**src/rtl/fp_mac_pkg.sv**
```systemverilog
// Shared constants and types for the FP32 multiply datapath.
// Rounding mode is selected by FP_NMR_ROUND_RNE_EN (defined: RNE, undefined: truncate).
package fp_mac_pkg;

    localparam int EXP_BIAS = 127;
    localparam int EXP_W    = 8;
    localparam int SIG_W    = 24;
    localparam int PROD_W   = 48;
    localparam int EXPS_W   = 11;

    localparam logic [SIG_W-1:0] QNAN_SIG   = 24'hC00000;
    localparam logic [SIG_W-1:0] HIDDEN_ONE = 24'h800000;

    localparam int FLAG_OVF = 2;
    localparam int FLAG_UNF = 1;
    localparam int FLAG_INX = 0;

    typedef struct packed {
        logic             sign;
        logic [EXP_W-1:0] exponent;
        logic [SIG_W-1:0] significand;
        logic [2:0]       flags;
    } fp_result_t;

endpackage

```
**src/rtl/fp_nmr_rounder.sv**
```systemverilog
// Combinational rounder: applies round-up to the normalized significand and
// propagates a carry-out into the exponent. Mode chosen by FP_NMR_ROUND_RNE_EN.
module fp_nmr_rounder
    import fp_mac_pkg::*;
(
    input  logic                     [SIG_W-1:0]  mant,
    input  logic                                  guard,
    input  logic                                  sticky,
    input  logic signed              [EXPS_W-1:0] exp_in,
    output logic                     [SIG_W-1:0]  mant_out,
    output logic signed              [EXPS_W-1:0] exp_out,
    output logic                                  inexact
);

`ifdef FP_NMR_ROUND_RNE_EN
    function automatic logic round_rne(input logic lsb, input logic g, input logic s);
        return g & (s | lsb);
    endfunction
`endif

    logic             round_up;
    logic [SIG_W:0]   sum;
    logic             carry;

`ifdef FP_NMR_ROUND_RNE_EN
    assign round_up = round_rne(mant[0], guard, sticky);
`else
    assign round_up = 1'b0;
`endif

    assign sum      = {1'b0, mant} + {{SIG_W{1'b0}}, round_up};
    assign carry    = sum[SIG_W];
    // A carry out of 24 bits means the significand became 2.0: renormalize.
    assign mant_out = carry ? HIDDEN_ONE : sum[SIG_W-1:0];
    assign exp_out  = exp_in + $signed({{(EXPS_W-1){1'b0}}, carry});
    assign inexact  = guard | sticky;

endmodule

```
**src/rtl/fp_mul_norm_round.sv**
```systemverilog
// FP32 multiplier normalize/round stage: 2-stage valid/ready pipeline.
// Optional macro FP_NMR_ROUND_RNE_EN selects round-to-nearest-even (default: truncate).
module fp_mul_norm_round
    import fp_mac_pkg::*;
(
    input  logic                clock,
    input  logic                resetn,
    input  logic                in_valid,
    output logic                in_ready,
    input  logic                in_sign,
    input  logic [9:0]          in_exp_sum,
    input  logic [PROD_W-1:0]   in_product,
    input  logic                in_zero,
    input  logic                in_inf,
    input  logic                in_nan,
    output logic                out_valid,
    input  logic                out_ready,
    output logic                out_sign,
    output logic [EXP_W-1:0]    out_exponent,
    output logic [SIG_W-1:0]    out_significand,
    output logic [2:0]          out_flags
);

    localparam logic signed [EXPS_W-1:0] EXP_MAX = 11'sd255;
    localparam logic signed [EXPS_W-1:0] EXP_MIN = 11'sd0;

    function automatic fp_result_t finish_result(
        input logic                     sign,
        input logic                     zero,
        input logic                     inf,
        input logic                     nan,
        input logic        [SIG_W-1:0]  mant,
        input logic signed [EXPS_W-1:0] e,
        input logic                     inexact
    );
        fp_result_t r;
        r.sign             = sign;
        r.exponent         = e[EXP_W-1:0];
        r.significand      = mant;
        r.flags            = '0;
        r.flags[FLAG_INX]  = inexact;
        if (nan || (inf && zero)) begin
            r.sign        = 1'b0;
            r.exponent    = '1;
            r.significand = QNAN_SIG;
            r.flags       = '0;
        end else if (inf) begin
            r.exponent    = '1;
            r.significand = HIDDEN_ONE;
            r.flags       = '0;
        end else if (zero) begin
            r.exponent    = '0;
            r.significand = '0;
            r.flags       = '0;
        end else if (e >= EXP_MAX) begin
            r.exponent        = '1;
            r.significand     = HIDDEN_ONE;
            r.flags           = '0;
            r.flags[FLAG_OVF] = 1'b1;
            r.flags[FLAG_INX] = 1'b1;
        end else if (e <= EXP_MIN) begin
            r.exponent        = '0;
            r.significand     = '0;
            r.flags           = '0;
            r.flags[FLAG_UNF] = 1'b1;
            r.flags[FLAG_INX] = 1'b1;
        end
        return r;
    endfunction

    logic                     vld_p1, vld_p2;
    logic                     load_p2, adv_p1;
    logic                     n_p0;
    logic        [SIG_W-1:0]  mant_p0, mant_p1;
    logic                     guard_p0, guard_p1;
    logic                     sticky_p0, sticky_p1;
    logic signed [EXPS_W-1:0] exp_p0, exp_p1;
    logic                     sign_p1, zero_p1, inf_p1, nan_p1;
    logic        [SIG_W-1:0]  mant_rnd;
    logic signed [EXPS_W-1:0] exp_rnd;
    logic                     inexact_rnd;
    fp_result_t               res_nxt, res_p2;

    assign load_p2  = !vld_p2 || out_ready;
    assign adv_p1   = vld_p1 && load_p2;
    assign in_ready = !vld_p1 || adv_p1;

    // Stage 1: normalize the raw product
    always_comb begin
        n_p0 = in_product[PROD_W-1];
        if (n_p0) begin
            mant_p0   = in_product[47:24];
            guard_p0  = in_product[23];
            sticky_p0 = |in_product[22:0];
        end else begin
            mant_p0   = in_product[46:23];
            guard_p0  = in_product[22];
            sticky_p0 = |in_product[21:0];
        end
        exp_p0 = $signed({1'b0, in_exp_sum}) - $signed(EXPS_W'(EXP_BIAS))
               + $signed({{(EXPS_W-1){1'b0}}, n_p0});
    end

    always_ff @(posedge clock or negedge resetn) begin
        if (!resetn) begin
            vld_p1 <= 1'b0;
        end else if (in_ready) begin
            vld_p1 <= in_valid;
        end
    end

    always_ff @(posedge clock) begin
        if (in_ready && in_valid) begin
            mant_p1   <= mant_p0;
            guard_p1  <= guard_p0;
            sticky_p1 <= sticky_p0;
            exp_p1    <= exp_p0;
            sign_p1   <= in_sign;
            zero_p1   <= in_zero;
            inf_p1    <= in_inf;
            nan_p1    <= in_nan;
        end
    end

    // Stage 2: round, then resolve specials and range
    fp_nmr_rounder u_rounder (
        .mant     (mant_p1),
        .guard    (guard_p1),
        .sticky   (sticky_p1),
        .exp_in   (exp_p1),
        .mant_out (mant_rnd),
        .exp_out  (exp_rnd),
        .inexact  (inexact_rnd)
    );

    assign res_nxt = finish_result(sign_p1, zero_p1, inf_p1, nan_p1,
                                   mant_rnd, exp_rnd, inexact_rnd);

    always_ff @(posedge clock or negedge resetn) begin
        if (!resetn) begin
            vld_p2 <= 1'b0;
            res_p2 <= '0;
        end else if (load_p2) begin
            vld_p2 <= vld_p1;
            if (vld_p1) begin
                res_p2 <= res_nxt;
            end
        end
    end

    assign out_valid       = vld_p2;
    assign out_sign        = res_p2.sign;
    assign out_exponent    = res_p2.exponent;
    assign out_significand = res_p2.significand;
    assign out_flags       = res_p2.flags;

endmodule
```
**config.mk**
```make
export PLATFORM = sky130hd
export DESIGN_NAME = fp_mul_norm_round
export DESIGN_NICKNAME = d
export VERILOG_FILES = /design/src/rtl/fp_mac_pkg.sv /design/src/rtl/fp_nmr_rounder.sv /design/src/rtl/fp_mul_norm_round.sv
export SDC_FILE = /design/constraint.sdc
export NUM_CORES = 1
export LEC_CHECK = 0
export CELL_PAD_IN_SITES_DETAIL_PLACEMENT = 0
export CELL_PAD_IN_SITES_GLOBAL_PLACEMENT = 1
export CORE_ASPECT_RATIO = 1.5
export CORE_MARGIN = 2
export CORE_UTILIZATION = 49
export DETAILED_ROUTE_END_ITERATION = 16
export DONT_BUFFER_PORTS = 1
export PLACE_DENSITY = 0.86
export SYNTH_ARGS = -nofsm -noshare
export SYNTH_HDL_FRONTEND = slang
export SYNTH_SLANG_ARGS = --single-unit
```
**constraint.sdc**
```tcl
create_clock -name clock -period 2.4 [get_ports clock]
set_clock_uncertainty 0.1 [all_clocks]
set_input_delay 0.24 -clock clock [delete_from_list [all_inputs] [get_ports clock]]
set_output_delay 0.24 -clock clock [all_outputs]
set_load 0.01 [all_outputs]
```
### Yosys cells after proc, flatten, opt, wreduce, memory -nomap -nowiden

Index checks and enable logic that the tools add are counted.

* output and inout bits: 38
* input bits: 66
* logic and storage cells: 40
* register bits after elaboration: 79

* muxes and demuxes: 9
* reductions and logical operators: 11
* order comparisons: 2
* $add $sub $neg: 2
* bitwise logic cells: 1

Operators with widths (count)
* $mux W35: 5
* $mux W23: 1
* $reduce_or A23 Y1: 1
* $reduce_or A22 Y1: 1
* $add A11 B2 Y11: 1
* $ge A11 B9 Y1 const B: 1
* $le A11 B1 Y1 const B: 1
* $sub A10 B7 Y11 const B: 1
* $logic_and A1 B1 Y1: 3
* $logic_or A1 B1 Y1: 3
* $mux W1: 3
* $logic_not A1 Y1: 2
* $reduce_and A2 Y1: 1
* $or A1 B1 Y1: 1

### Logic depth before layout (Yosys ltp)

Gate-level depths: netlist (run 1).

* depth after elaboration: 6
* mapped depth: 10

### By module

Synthesis (run 1) repeated with hierarchy kept, for this count alone.

* cell total of the unflattened synthesis: 262
* area total of the unflattened synthesis: 3562.2 um^2

Modules (own cells, without submodules)
* fp_mul_norm_round: sequential area each 2182.1 um^2, instances 1, cells each 226, area an instance 3293.2 um^2
* fp_nmr_rounder: sequential area each 0.0 um^2, instances 1, cells each 36, area an instance 269.0 um^2

### Least setup slack after synthesis (run 1)

No wires, ideal clock.

* path type: flip-flop to flip-flop
* from: register vld_p2, in the netlist out_valid
* to: register exp_p1[0] (enable)
* cell stages (with the launch flop): 3
* buffers on the path: 0
* arrival time: 1623 ps
* period minus slack after synthesis: 2125 ps
* path slack: 275 ps
* cells stage by stage: dfrtp_1 nand3b_1 and2_1

* cells in the longest elaborated chain, start to end: 5

RTL lines
* start, declared: RTL line fp_mul_norm_round.sv:71 `logic vld_p1, vld_p2;`
* start signal, assigned: RTL line fp_mul_norm_round.sv:144 `vld_p2 <= vld_p1;`
* $logic_not A1 Y1: RTL line fp_mul_norm_round.sv:84 `assign load_p2 = !vld_p2 || out_ready;`
* $logic_or A1 B1 Y1: RTL line fp_mul_norm_round.sv:84
* $logic_and A1 B1 Y1: RTL line fp_mul_norm_round.sv:85 `assign adv_p1 = vld_p1 && load_p2;`
* $logic_or A1 B1 Y1: RTL line fp_mul_norm_round.sv:86 `assign in_ready = !vld_p1 || adv_p1;`
* net in_ready: RTL line fp_mul_norm_round.sv:9 `output logic in_ready,`
* $logic_and A1 B1 Y1: RTL line fp_mul_norm_round.sv:113 `if (in_ready && in_valid) begin`
* end signal, assigned: RTL line fp_mul_norm_round.sv:117 `exp_p1 <= exp_p0;`
* end, declared: RTL line fp_mul_norm_round.sv:77 `logic signed [EXPS_W-1:0] exp_p0, exp_p1;`

The timed path passes the listed nets, and every way through them passes these cells.
A chain may end at the register's enable or synchronous reset.

### Final worst setup path (run 1)

* from: register exp_p1[3]
* to: register res_p2 (netlist bit out_significand[2])

* cells in the longest elaborated chain, start to end: 6

RTL lines
* $le A11 B1 Y1: RTL line fp_mul_norm_round.sv:61 `end else if (e <= EXP_MIN) begin`
* $mux W35: RTL line fp_mul_norm_round.sv:61
* $mux W35 *: RTL line fp_mul_norm_round.sv:55 `end else if (e >= EXP_MAX) begin`
* $mux W35 *: RTL line fp_mul_norm_round.sv:51 `end else if (zero) begin`
* $mux W35 *: RTL line fp_mul_norm_round.sv:47 `end else if (inf) begin`
* $mux W35 *: RTL line fp_mul_norm_round.sv:42 `if (nan || (inf && zero)) begin`
* end signal, assigned: RTL line fp_mul_norm_round.sv:146 `res_p2 <= res_nxt;`
* end, declared: RTL line fp_mul_norm_round.sv:82 `fp_result_t res_nxt, res_p2;`

Mark *: on every way between the ends. The rest lies on a longest branch, timed or not.

==> flow_summary.ini, run 1 <==
[sta]
tns_ns = 0
fmax_mhz = 547.4
rsz0062_at_grt = false
relSlewSlack = 0.5473
hold_violations = 0
fin_crit_ns = 1.827
slew_viol_final = 0
setup-violations-final = 0
tightest_slew_ns = 0.6784
fin_crit_sh = 0.7611

[layout]
fin_nets = 340
fin_area_um2 = 3926
final_common_cell = edfxtp_1
area.growth.synth_to_final_pct = 21.58
mostFrequentLayoutCells = edfxtp_1 (41), dlygate4sd3_1 (38), dfrtp_1 (38)
diodes = 0
drive_above_1_share = 0.1697

[power]
p_leak_nw = 1.510
p_switching_uw = 669.8
p_clk_frac = 0.352
p_comb_frac = 0.085
p_per_area_nw_per_um2 = 724.9
ir_drop_mv = 0.4825
swShare = 0.2353
p_int_mw = 2.176
power_frac_seq = 0.563

[synth]
ys.flop_type = edfxtp_1
async_reset_ff_frac = 0.4810
seq_area_frac_synth = 0.6757
synthDistinctLibCells = 35
synth_edf_count = 41
synth_warnings = 0
syn-num-nets = 294
ys_ff_latch = 79
synth_area_um2 = 3229
syn_inst = 226
syn_area_per_cell_um2 = 14.29

[drt]
drt_iter0_drc = 84
dr.pass1.iters = 4
vias = 2046
avgViaCountPerCell = 5.796
ant_nets = 0
drt_wl_total_um = 6808
drc = 0
wl_per_cell_um = 19.29

[setup_path]
cp-start-kind = flop
worstSetupEndpointType = flop
cp_cell_sequence = nor4_1 > and2_1 > nor3_2 > buf_4 > a22o_1
crit_required_ns = 2.53
cp_max_fo = 22
critPathKind = reg -> reg
max_stage_delay_ns = 0.44
arrival_ns = 1.96
slowest_stage = edfxtp_1

[flow_run]
drv_cap = 0

[global_routing]
grt_pass1_wl_um = 10310
grt_max_degree = 39
grt_usage = 0.1911
grt_overflow = 0
grt_pass1_vias = 2030
antenna_found_initial = 0

[clocking]
ctsRootBufferMaster = clkbuf_8
cts_buffer_depth = 2
htree_levels = 3
tritoncts = built
numCtsBuffers = 9
cts_resized = 0
clk_latency_ns = 0.35
clock_sinks = 79
clk_pin_slew_ns = 0.09

[run_status]
status = finished, final reports clean

[placement]
hpwl_um = 4496
placed_area_um2 = 3321
io_buffers = 0
place_congestion = 0.8001

[floorplanning]
dieArea_um2 = 7269
die_h_um = 103.4
num_rows = 36
pin_count = 104
dieWidth_um = 70.29
initial_core_util = 0.5014
core_um2 = 6441

[worst_hold_path]
hp-class = in -> reg
## kinds of logic (layout without fill, tap and decap cells)
kind of cell	Yosys count	count (layout)	synth area share
AOI/OAI and AO/OA	41	41	0.09803
and+or+nand+nor	60	60	0.09764
DFF	79	79	0.6757
buffers and inverters	12	63	0.01550
adders and majority gates	2	2	0.007748
xor gates and xnor gates	8	8	0.02170
muxes	24	24	0.08369
## worst max-delay path: cells and delay by family (launching register included)
| family | cells | cell delay, ns |
|---|---|---|
| simple gates | 3 | 0.73 |
| flops | 1 | 0.44 |
| buf+inv | 1 | 0.23 |
| compound gates | 1 | 0.20 |
## area by class of cell
| class | count | area (um^2) |
|---|---|---|
| timing repair buffer | 43 | 430.4 |
| clock buffer | 11 | 141.4 |
| tap | 76 | 95.09 |
| multi-input combinational | 135 | 998.5 |
| fill | 493 | 2515 |
| sequential | 79 | 2182 |
| inverter | 4 | 15.01 |
| clock inverter | 5 | 63.81 |
## Yosys cell counts, types with 2 or more instances
cell	n	area share
edfxtp_1	41	0.38
dfrtp_1	38	0.29
mux2_2	24	0.084
a22o_1	23	0.062
nor2_1	19	0.022
nor4_1	8	0.015
o22ai_1	8	0.015
nand2_1	7	0.0081
nand3_1	5	0.0077
xor2_1	5	0.014
buf_2	4	0.0062
inv_1	4	0.0046
and2_1	3	0.0058
clkbuf_1	3	0.0035
nand2b_1	3	0.0058
nand4_1	3	0.0058
nor3_1	3	0.0046
xnor2_1	3	0.0081
a21oi_1	2	0.0031
ha_1	2	0.0077
nand3b_1	2	0.0046
o21ai_0	2	0.0031
or3_1	2	0.0039
## flip-flops by register name, indices dropped and copies added (netlist names)
| name | cells |
|---|---|
| exp_p1 | 11 |
| guard_p1 | 1 |
| inf_p1 | 1 |
| mant_p1 | 24 |
| nan_p1 | 1 |
| out_exponent | 8 |
| out_flags | 3 |
| out_sign | 1 |
| out_significand | 24 |
| out_valid | 1 |
| sign_p1 | 1 |
| sticky_p1 | 1 |
| vld_p1 | 1 |
| zero_p1 | 1 |
## what timing repair did
action,in CTS,in global routing
setup buffers,0,0
hold buffers,34,5
hold endpoints to repair,63,3
endpoints found under the setup margin,0,0
## power groups by stage
stage	registers, mW	clock network [mW]	logic [mW]
final	1.60	1.00	0.241
after global routing	1.61	1.07	0.268
after CTS	1.60	1.02	0.233
after detailed placement	1.63	0	0.167
after global placement	1.63	0	0.161
after floorplan	1.61	0	0.141
## metrics by stage
stage	setup slack (ns)	std cells	total power, mW	utilization	hold WS (ns)
finish	0.5733	353	2.846	0.6096	0.005315
global route	0.3868	353	2.955	0.6096	0.0002737
CTS	0.5731	348	2.852	0.6018	0.0001213
detailed placement	0.5855	298	1.799	0.5155	-0.1543
global placement	0.6210	298	1.790	0.5155	-0.1543
floorplan	0.2748	226	1.756	-	-0.1556
## per-layer routing
layer	wire, um	vias up	track usage	part of all wire
met3	512	19	0.07171	0.075
li1	-	962	-	-
met5	0	-	0	0
met4	161	0	0.08876	0.024
met2	3507	82	0.3251	0.52
met1	2626	983	0.2139	0.39
## worst paths after layout
check,startpoint,to,slack (ns),cells past startpoint
max,exp_p1[3]$_DFFE_PP_,out_significand[2]$_DFFE_PN0P_,0.57,5
min,in_product[39],mant_p1[16]$_DFFE_PP_,0.005,1
max reg2reg,exp_p1[3]$_DFFE_PP_,out_significand[2]$_DFFE_PN0P_,0.57,5
min reg2reg,mant_p1[21]$_DFFE_PP_,out_significand[21]$_DFFE_PN0P_,0.36,1
max in group asynchronous,resetn,out_sign$_DFFE_PN0P_,1.77,2
min in group asynchronous,resetn,out_exponent[5]$_DFFE_PN0P_,0.22,2
Power figures use the tool's default switching activity.
==> inputs of run 2 (changes only) <==
==> constraint.sdc (replaced) <==
create_clock -name clock -period 1.75 [get_ports clock]
set_clock_uncertainty 0.1 [all_clocks]
set_input_delay 0.175 -clock clock [delete_from_list [all_inputs] [get_ports clock]]
set_output_delay 0.175 -clock clock [all_outputs]
set_load 0.01 [all_outputs]
==> flow_summary.ini, run 2 (synthesis results as in run 1) <==
[sta]
fmax_mhz = 592.5
relSlewSlack = 0.7110
fin_crit_sh = 0.9644
tightest_slew_ns = 0.4335
holdWs_ns = 0.04869
tns_ns = 0
rsz0062_at_grt = false
hold_violations = 0
setup-violations-final = 0
fin_crit_ns = 1.688
slew_viol_final = 0

[layout]
diodes = 0
multi_input_area_um2 = 1010
fin_area_um2 = 4324
fin_nets = 381
final_common_cell = dlygate4sd3_1
fillers = 484
area.growth.synth_to_final_pct = 33.90
mostFrequentLayoutCells = dlygate4sd3_1 (72), edfxtp_1 (41), dfrtp_1 (38)
drive_above_1_share = 0.1667
seq_area_um2 = 2182
finish.utilization = 0.6713

[flow_run]
drv_cap = 0

[setup_path]
cp_cell_sequence = dlygate4sd3_1 > nor3_1 > xor2_1 > dlygate4sd3_1
max_stage_delay_ns = 0.60
crit_family = buffers and inverters
reg2reg_from = zero_p1$_DFFE_PP_
critPathKind = in -> reg
cp_common_cell = dlygate4sd3_1
slowest_stage = dlygate4sd3_1
startpoint = in_exp_sum[8]
critPathBufInv = 2
worstSetupEndpointType = flop
cp_max_fo = 3
arrival_ns = 1.68
crit_required_ns = 1.74
cp-start-kind = input port

[placement]
io_buffers = 0
place_congestion = 0.7650
hpwl_um = 4601
placed_area_um2 = 3411

[drt]
drt_iter0_drc = 153
vias = 2263
wl_per_cell_um = 19.36
drc = 0
avgViaCountPerCell = 5.744
ant_nets = 0
drt_wl_total_um = 7627
dr.pass1.iters = 4

[floorplanning]
core_um2 = 6441
dieWidth_um = 70.29
die_h_um = 103.4
pin_count = 104
num_rows = 36
dieArea_um2 = 7269
initial_core_util = 0.5014

[clocking]
tritoncts = built
clock_sinks = 79
cts_setup_buffers = 0
numCtsBuffers = 9
ctsRootBufferMaster = clkbuf_8
clk_latency_ns = 0.34
htree_levels = 3
clk_pin_slew_ns = 0.07
cts_buffer_depth = 2

[power]
swShare = 0.2318
finalPower_mw = 3.794
p_per_area_nw_per_um2 = 877.3
p_int_mw = 2.914
p_switching_uw = 879.5
p_comb_frac = 0.117
ir_drop_mv = 0.5805
p_leak_nw = 1.682
p_clk_frac = 0.304
power_frac_seq = 0.579

[global_routing]
grt_overflow = 0
grt_usage = 0.2090
grt_max_degree = 42
antenna_found_initial = 0
grt_pass1_wl_um = 11270
grt_pass1_vias = 2360

[worst_hold_path]
hp-class = in -> reg
hold_start = out_ready

[run_status]
status = finished, final reports clean
[run 2: repair_timing]
action,4_1_cts,5_1_grt
resized for setup,0,3
hold buffers,72,2
hold endpoints to repair,79,1
setup endpoints to repair,0,23
[run 2: stage by stage]
stage,instances,setup slack (ns)
finish,394,0.06224
global route,394,0.0005391
CTS,393,0.01701
detailed placement,305,0.1146
global placement,305,0.1124
floorplan,226,0.01239
[run 2: worst reg2reg max path, stage by stage, from the launching register on]
cell,delay (ns)
edfxtp_1,0.45
or4b_1,0.52
or3_1,0.36
a31oi_1,0.16
[run 2: routing by layer]
| layer | vias to the layer above | global-route usage | part of all wire |
|---|---|---|---|
| met5 | - | 0 | 0 |
| met2 | 87 | 0.3933 | 0.56 |
| met1 | 1117 | 0.2155 | 0.37 |
| li1 | 1042 | - | - |
| met3 | 17 | 0.05620 | 0.048 |
| met4 | 0 | 0.09615 | 0.023 |
[run 2: path summary, 6_finish.rpt]
| kind | to | slack, ns | depth (start not counted) |
|---|---|---|---|
| setup / recovery | exp_p1[9]$_DFFE_PP_ | 0.06 | 4 |
| hold / removal | out_valid$_DFFE_PN0P_ | 0.05 | 2 |
| setup reg to reg | out_significand[22]$_DFFE_PN0P_ | 0.09 | 3 |
| hold reg to reg | out_significand[12]$_DFFE_PN0P_ | 0.36 | 1 |
| max in group asynchronous | out_significand[4]$_DFFE_PN0P_ | 1.15 | 2 |
| min in group asynchronous | out_sign$_DFFE_PN0P_ | 0.21 | 2 |
[run 2: layout make-up]
type                    instances  share of cell area
flip-flops and latches         79              0.5046
well taps                      76             0.02199
repair buffers                 84              0.1991
inverters                       4            0.003472
clock buffers                  15             0.03617
clock inverters                 1            0.001157
multi-input cells             135              0.2335
[run 2: power by group through the flow]
stage | Clock, mW | Combinational, mW | Sequential, mW
finish | 1.15 | 0.444 | 2.20
global route | 1.28 | 0.483 | 2.21
CTS | 1.18 | 0.432 | 2.20
detailed placement | 0 | 0.259 | 2.23
global placement | 0 | 0.248 | 2.23
floorplan | 0 | 0.195 | 2.21
==> inputs of run 3 (changes only) <==
--- a/config.mk
+++ b/config.mk
@@ -8,7 +8,6 @@
 export CELL_PAD_IN_SITES_DETAIL_PLACEMENT = 0
 export CELL_PAD_IN_SITES_GLOBAL_PLACEMENT = 1
 export CORE_ASPECT_RATIO = 1.5
-export CORE_MARGIN = 2
 export CORE_UTILIZATION = 49
 export DETAILED_ROUTE_END_ITERATION = 16
 export DONT_BUFFER_PORTS = 1
==> flow_summary.ini, run 3 (synthesis results as in run 1) <==
[floorplanning]
dieArea_um2 = 6926
pin_count = 104
die_h_um = 101.4
num_rows = 35
core_um2 = 6262
initial_core_util = 0.5157
dieWidth_um = 68.29

[sta]
fmax_mhz = 600.9
slew_viol_final = 0
fin_crit_ns = 1.664
setup-violations-final = 0
hold_violations = 0
relSlewSlack = 0.7319
fin_crit_sh = 0.9510
tightest_slew_ns = 0.3994
rsz0062_at_grt = true

[clocking]
cts_buffer_depth = 2
tritoncts = built
clock_sinks = 79
clk_latency_ns = 0.34
numCtsBuffers = 9
clk_pin_slew_ns = 0.08
ctsRootBufferMaster = clkbuf_8
htree_levels = 3

[layout]
multi_input_area_um2 = 1013
seq_area_um2 = 2182
mostFrequentLayoutCells = dlygate4sd3_1 (71), edfxtp_1 (41), dfrtp_1 (38)
fillers = 434
finish.utilization = 0.6901
diodes = 0
fin_nets = 379
final_common_cell = dlygate4sd3_1
drive_above_1_share = 0.1714
area.growth.synth_to_final_pct = 33.82
fin_area_um2 = 4322

[placement]
hpwl_um = 4206
place_congestion = 0.7652
io_buffers = 0
placed_area_um2 = 3381

[setup_path]
cp_cell_sequence = or4b_1 > or3_1 > a31oi_1
cp_max_fo = 3
worstSetupEndpointType = flop
critPathBufInv = 0
max_stage_delay_ns = 0.50
cp.depth = 3
crit_family = simple AND/OR/NAND/NOR gates
arrival_ns = 1.82
cp-start-kind = flop
reg2reg_depth = 3
crit_required_ns = 1.91
slowest_stage = or4b_1
critPathKind = reg -> reg
startpoint = zero_p1$_DFFE_PP_
reg2reg_from = zero_p1$_DFFE_PP_

[global_routing]
grt_pass1_wl_um = 10900
antenna_found_initial = 0
grt_max_degree = 42
grt_usage = 0.2205
grt_pass1_vias = 2316
grt_overflow = 0

[power]
p_leak_nw = 1.684
p_per_area_nw_per_um2 = 907.7
ir_drop_mv = 0.6236
finalPower_mw = 3.923

[drt]
vias = 2237
wl_per_cell_um = 18.24
wl_met1_um = 2593
ant_nets = 0
met2WireLength_um = 3848
drt_iter0_drc = 121
drc = 0
drt_wl_total_um = 7095
dr.pass1.iters = 4
routed.top_layer = met4
dr_wl_met3_um = 436
avgViaCountPerCell = 5.751

[worst_hold_path]
hold_start = in_exp_sum[8]
hp-class = in -> reg
hold-path-cell-count = 2

[flow_run]
drv_cap = 0

[run_status]
status = finished, final reports clean
==> run 3: area by class of cell <==
type | instances | area share
clock inverters | 4 | 0.01303
flip-flops and latches | 79 | 0.5049
well taps | 74 | 0.02142
clock buffers | 11 | 0.03040
repair buffers | 82 | 0.1922
inverters | 4 | 0.003474
multi-input cells | 135 | 0.2345
==> run 3: repair_timing <==
item,CTS,global route
gates resized for setup,0,3
buffers inserted,0,1
endpoints found under the hold margin,79,0
setup endpoints to repair,0,26
hold buffers,72,0
==> run 3: where the power goes <==
| group | switching, mW | internal, mW |
|---|---|---|
| combinational | 0.182 | 0.249 |
| clock | 0.631 | 0.663 |
| sequential | 0.0972 | 2.10 |
==> run 3: layer usage <==
metal | up-vias | global-route usage
met3 | 19 | 0.06757
met1 | 1079 | 0.2289
li1 | 1039 | -
met5 | - | 0
met2 | 100 | 0.3846
met4 | 0 | 0.1170
==> run 3: metrics by stage <==
step | cells | setup slack (ns) | TNS (ns) | hold WS, ns
2_1_floorplan | 226 | 0.01239 | 0 | -0.2206
3_3_place_gp | 301 | 0.1075 | 0 | -0.2196
3_5_place_dp | 301 | 0.02821 | 0 | -0.2199
4_1_cts | 388 | 0.009217 | 0 | 0.008354
5_1_grt | 389 | -0.01266 | -0.01728 | 0.02028
6_report | 389 | 0.08582 | 0 | 0.01739
==> run 3: final timing paths <==
| path | to | slack (ns) |
|---|---|---|
| setup reg to reg | out_significand[22]$_DFFE_PN0P_ | 0.09 |
| hold reg to reg | out_significand[2]$_DFFE_PN0P_ | 0.37 |
| setup / recovery | out_significand[22]$_DFFE_PN0P_ | 0.09 |
| max in group asynchronous | out_significand[1]$_DFFE_PN0P_ | 1.18 |
| min in group asynchronous | out_exponent[6]$_DFFE_PN0P_ | 0.17 |
| hold / removal | exp_p1[9]$_DFFE_PP_ | 0.02 |
